## src/rtl/pc_pkg.sv

```systemverilog
// Shared constants and types for the program-counting unit.
// Datapath width and reset value of the program counter.
package pc_pkg;

  localparam int WIDTH = 16;

  typedef logic [WIDTH-1:0] word_t;

  localparam word_t PC_RESET_VAL = 16'h0000;

endpackage

```

## src/rtl/pc_incr_adder.sv

```systemverilog
// Plain W-bit adder used to form PC+1.
// The carry out is dropped, so the sum wraps modulo 2^W.
module pc_incr_adder #(
  parameter int W = 16
) (
  input  logic [W-1:0] a,
  input  logic [W-1:0] b,
  output logic [W-1:0] sum
);

  assign sum = a + b;

endmodule

```

## src/rtl/pc_sequencer.sv

```systemverilog
// Program counter and return-address register with next-PC selection.
// PC+1 is exported combinationally for the rest of the datapath.
module pc_sequencer #(
  parameter int WIDTH = pc_pkg::WIDTH
) (
  input  logic             clk,
  input  logic             reset,
  input  logic             restore,
  input  logic             writePC,
  input  logic             writeRA,
  input  logic             PCsrc,
  input  logic             ImRPC,
  input  logic             conditionalBop,
  input  logic [WIDTH-1:0] RArestore,
  input  logic [WIDTH-1:0] ImR,
  output logic [WIDTH-1:0] PC,
  output logic [WIDTH-1:0] PC_1,
  output logic [WIDTH-1:0] RA
);

  import pc_pkg::*;

  localparam logic [WIDTH-1:0] ONE = 1;
  localparam logic [WIDTH-1:0] RST = WIDTH'(PC_RESET_VAL);

  logic [WIDTH-1:0] pc_q;
  logic [WIDTH-1:0] ra_q;
  logic [WIDTH-1:0] pc_inc;
  logic [WIDTH-1:0] seq_next;
  logic [WIDTH-1:0] pc_next;
  logic [WIDTH-1:0] ra_next;
  logic             pc_we;
  logic             take_imm;

  pc_incr_adder #(
    .W(WIDTH)
  ) u_incr (
    .a  (pc_q),
    .b  (ONE),
    .sum(pc_inc)
  );

  // A taken branch both selects ImR and forces the PC write.
  assign take_imm = ImRPC | conditionalBop;
  assign pc_we    = writePC | conditionalBop;

  always_comb begin
    seq_next = pc_inc;
    if (take_imm)
      seq_next = ImR;
  end

  always_comb begin
    pc_next = seq_next;
    if (PCsrc)
      pc_next = ra_q;
  end

  always_comb begin
    ra_next = pc_inc;
    if (restore)
      ra_next = RArestore;
  end

  always_ff @(posedge clk or negedge reset) begin
    if (!reset) begin
      pc_q <= RST;
      ra_q <= '0;
    end else begin
      if (pc_we)
        pc_q <= pc_next;
      if (writeRA)
        ra_q <= ra_next;
    end
  end

  assign PC   = pc_q;
  assign RA   = ra_q;
  assign PC_1 = pc_inc;

endmodule

```

## config.mk

```make
export PLATFORM = sky130hd
export DESIGN_NAME = pc_sequencer
export DESIGN_NICKNAME = d
export VERILOG_FILES = /design/src/rtl/pc_pkg.sv /design/src/rtl/pc_incr_adder.sv /design/src/rtl/pc_sequencer.sv
export SDC_FILE = /design/constraint.sdc
export NUM_CORES = 1
export LEC_CHECK = 0
export CAP_MARGIN = 20
export CORE_MARGIN = 1.5
export CORE_UTILIZATION = 40
export CTS_CLUSTER_DIAMETER = 40
export DETAILED_ROUTE_END_ITERATION = 16
export PLACE_DENSITY_LB_ADDON = 0.15
export SLEW_MARGIN = 20
export SYNTH_ARGS = -nofsm -noshare
export SYNTH_HDL_FRONTEND = slang
export SYNTH_SLANG_ARGS = --single-unit
```

## constraint.sdc

```tcl
create_clock -name clk -period 3.7 [get_ports clk]
set_input_delay 0.555 -clock clk [delete_from_list [all_inputs] [get_ports clk]]
set_output_delay 0.555 -clock clk [all_outputs]
set_load 0.01 [all_outputs]
```

==> results.yml <==
min_path:
  whs_endpoint: "RA[3]"
  hold_depth: 1
  hold_class: "reg -> reg"
  min-delay-start: "RA[3]"
outcome:
  status: "finished clean"
synthesis:
  synthAdderAreaFrac_pct: 0.555
  synthXorXnorAreaFrac_pct: 3.88
  async_flop_share_pct: 100
  synth_edf_count: 0
  synth-seq-cells: 32
  synth_top_family_by_area: "simple AND/OR/NAND/NOR gates"
  synthMuxAreaShare_pct: 3.38
  ys_seq_area_share_pct: 35.5
  ys.warnings.count: 0
  synth_area_sq_um: 2260
  synth_cells: 271
  syn_nets: 312
  synth_cell_type_count: 53
  synth-compound-area-share_pct: 23.7
  synthFlopType: "dfrtp_1"
  syn_avg_cell_area_sq_um: 8.32
  yosys.area_share.simple_pct: 26.0
route:
  top_layer: "met4"
  wl_per_cell_microns: 16.5
  drt_iter0_drc: 155
  drc_errors: 0
  viasPerCell: 5.68
  met1_length_microns: 3030
  num_vias: 2397
  dr_wl_met3_microns: 492
  wl_met2_microns: 3340
  wl_microns: 6960
  first_pass_iters: 4
  ant_nets: 0
setup_path:
  timing.critical_path.slowest_cell_delay_ns: 0.55
  crit-reg2reg-launch: "PC[0]"
  crit_fanout: 7
  path_class: "reg -> out"
  crit_family: "simple AND/OR/NAND/NOR gates"
  cpMostUsedCell: "nand2_1"
  cp_num_buf_inv: 1
  arrival_ns: 2.42
  worstSetupEndpointType: "output port"
  crit_path_top_delay_cell: "clkdlybuf4s50_1"
  regToRegSetupSlack_ns: 1.88
  crit_path_start_kind: "flop"
  crit_required_ns: 3.14
  crit_chain: "ha_1 -> nand2_1 -> nor2_1 -> nand2_1 -> xnor2_1 -> clkdlybuf4s50_1"
  worst_r2r_path_depth: 5
  worstReg2RegEnd: "RA[12]"
placed_design:
  hpwl_microns: 4940
  pre_cts_ws_ns: 1.06
  dp.cells: 414
  portBuffers: 87
  placed_cell_area_sq_um: 3140
  place.gp.congestion: 0.836
timing:
  fin_crit_sh_pct: 80.5
  skew_ns: 0.00517
  tightest_slew_ns: 0.808
  fmax_mhz: 336
  rsz0062_at_grt: "false"
  setup_viol: 0
  fin_ws_ns: 0.722
  fin_tns_setup_ns: 0
  worst_slew_margin_rel_pct: 46.0
  finalCriticalPeriod_ns: 2.98
  drv_slew: 0
  finalHoldViolCount: 0
clock_network:
  cts_resized: 0
  htree_levels: 2
  clock_insertion_delay_worst_skew_ns: 0.30
  ctsHoldBuffers: 0
  cts_buffers: 5
  path_clk_slew_ns: 0.07
  clkSinkCount: 32
  clockBufferDepth: 2
  postCtsSetupBuffers: 0
  cts_tree: "built"
  ctsRootBufferMaster: "clkbuf_8"
pwr:
  intPower_uw: 840
  peakVddDrop_uv: 220
  power.share.combinational_pct: 39.6
  power_frac_seq_pct: 37.7
  switching_share_pct: 34.7
  p_clk_share_pct: 22.7
  power_switching_uw: 447
  p_leak_uw: 0.00129
  power_density_nw_per_um2: 398
run:
  drv_cap: 0
global_routing:
  track_usage_pct: 23.7
  grt_pass1_vias: 2258
  grt_max_degree: 33
  grt_overflow: 0
  antenna_found_initial: 0
  grt_pass1_wl_microns: 11300
die:
  die_w_microns: 78.1
  rows: 27
  core_sq_um: 5470
  die_h_microns: 78.1
  die-area_sq_um: 6100
  io_pins: 88
  initial_utilization_pct: 41.2
cells_and_area:
  antenna_cells: 0
  final_cells: 422
  area_growth_pct: 43.3
  final_area_sq_um: 3230
  nets: 390
  layout_common_cells: "87 x clkdlybuf4s50_1, 32 x dfrtp_1, 24 x nor2_1"
  fill_cells: 525
  layout_commonest_cell: "clkdlybuf4s50_1"
  layout-drive-gt1-share_pct: 9.14
==> how the worst max path moves through the flow <==
stage / depth (start not counted) / start / endpoint / slack [ns]
finish: 6 / PC[0] / PC_1[14] / 0.72
global route: 6 / PC[0] / PC_1[14] / 0.57
CTS: 6 / PC[0] / PC_1[14] / 0.73
detailed placement: 6 / PC[0] / PC_1[14] / 1.06
global placement: 6 / PC[0] / PC_1[14] / 1.10
floorplan: 5 / PC[0] / PC_1[14] / 1.70
==> synthesized netlist by cell type, types with 6 or more instances <==
cell type   n  area (sq um)
inv_1      12          45.0
a21oi_1    14          70.1
nand2_1    21          78.8
xnor2_1     8          70.1
o21ai_0    18          90.1
dfrtp_1    32           801
clkbuf_1   11          41.3
nor3_1      6          30.0
nor2_1     24          90.1
a31oi_1    11          68.8
buf_4       7          52.6
nand3_1    17          85.1
==> power by group through the flow <==
stage	logic [uW]	clock network, uW	registers (uW)
global route	553	308	498
global placement	508	0	490
finish	509	292	486
detailed placement	509	0	492
CTS	513	295	486
floorplan	230	0	493
==> routing by layer <==
layer | GRT usage (%) | vias up
met5 | 0 | -
met4 | 8.04 | 0
li1 | - | 1153
met2 | 39.4 | 93
met3 | 5.47 | 8
met1 | 30.3 | 1143
==> cells by family (layout without fill, tap and decap cells) <==
| logic type | after synthesis | count (layout) |
|---|---|---|
| xor+xnor | 10 | 10 |
| fa+ha+maj | 1 | 1 |
| compound gates | 81 | 81 |
| flops | 32 | 32 |
| simple gates | 107 | 107 |
| mux | 7 | 7 |
| buf+inv | 33 | 112 |
==> sequential cells by signal, indices dropped and copies added, names as in the netlist <==
register	flops
PC	16
RA	16
==> cell type report <==
type | count | area (sq um) | area share, %
multi-input cells | 206 | 1300 | 40.1
clock inverters | 2 | 10.0 | 0.310
clock buffers | 6 | 82.6 | 2.55
repair buffers | 92 | 908 | 28.1
flip-flops and latches | 32 | 801 | 24.8
well taps | 72 | 90.1 | 2.79
inverters | 12 | 45.0 | 1.39
==> per-stage QoR <==
step | power, uW | hold slack, ns | utilization [%]
after floorplan | 723 | 0.259 | -
after global placement | 998 | 0.536 | 57.4
after detailed placement | 1000 | 0.540 | 57.4
after CTS | 1290 | 0.555 | 59.1
after global routing | 1360 | 0.584 | 59.1
final | 1290 | 0.552 | 59.1
Note: power is estimated with default switching activity, not from simulation.
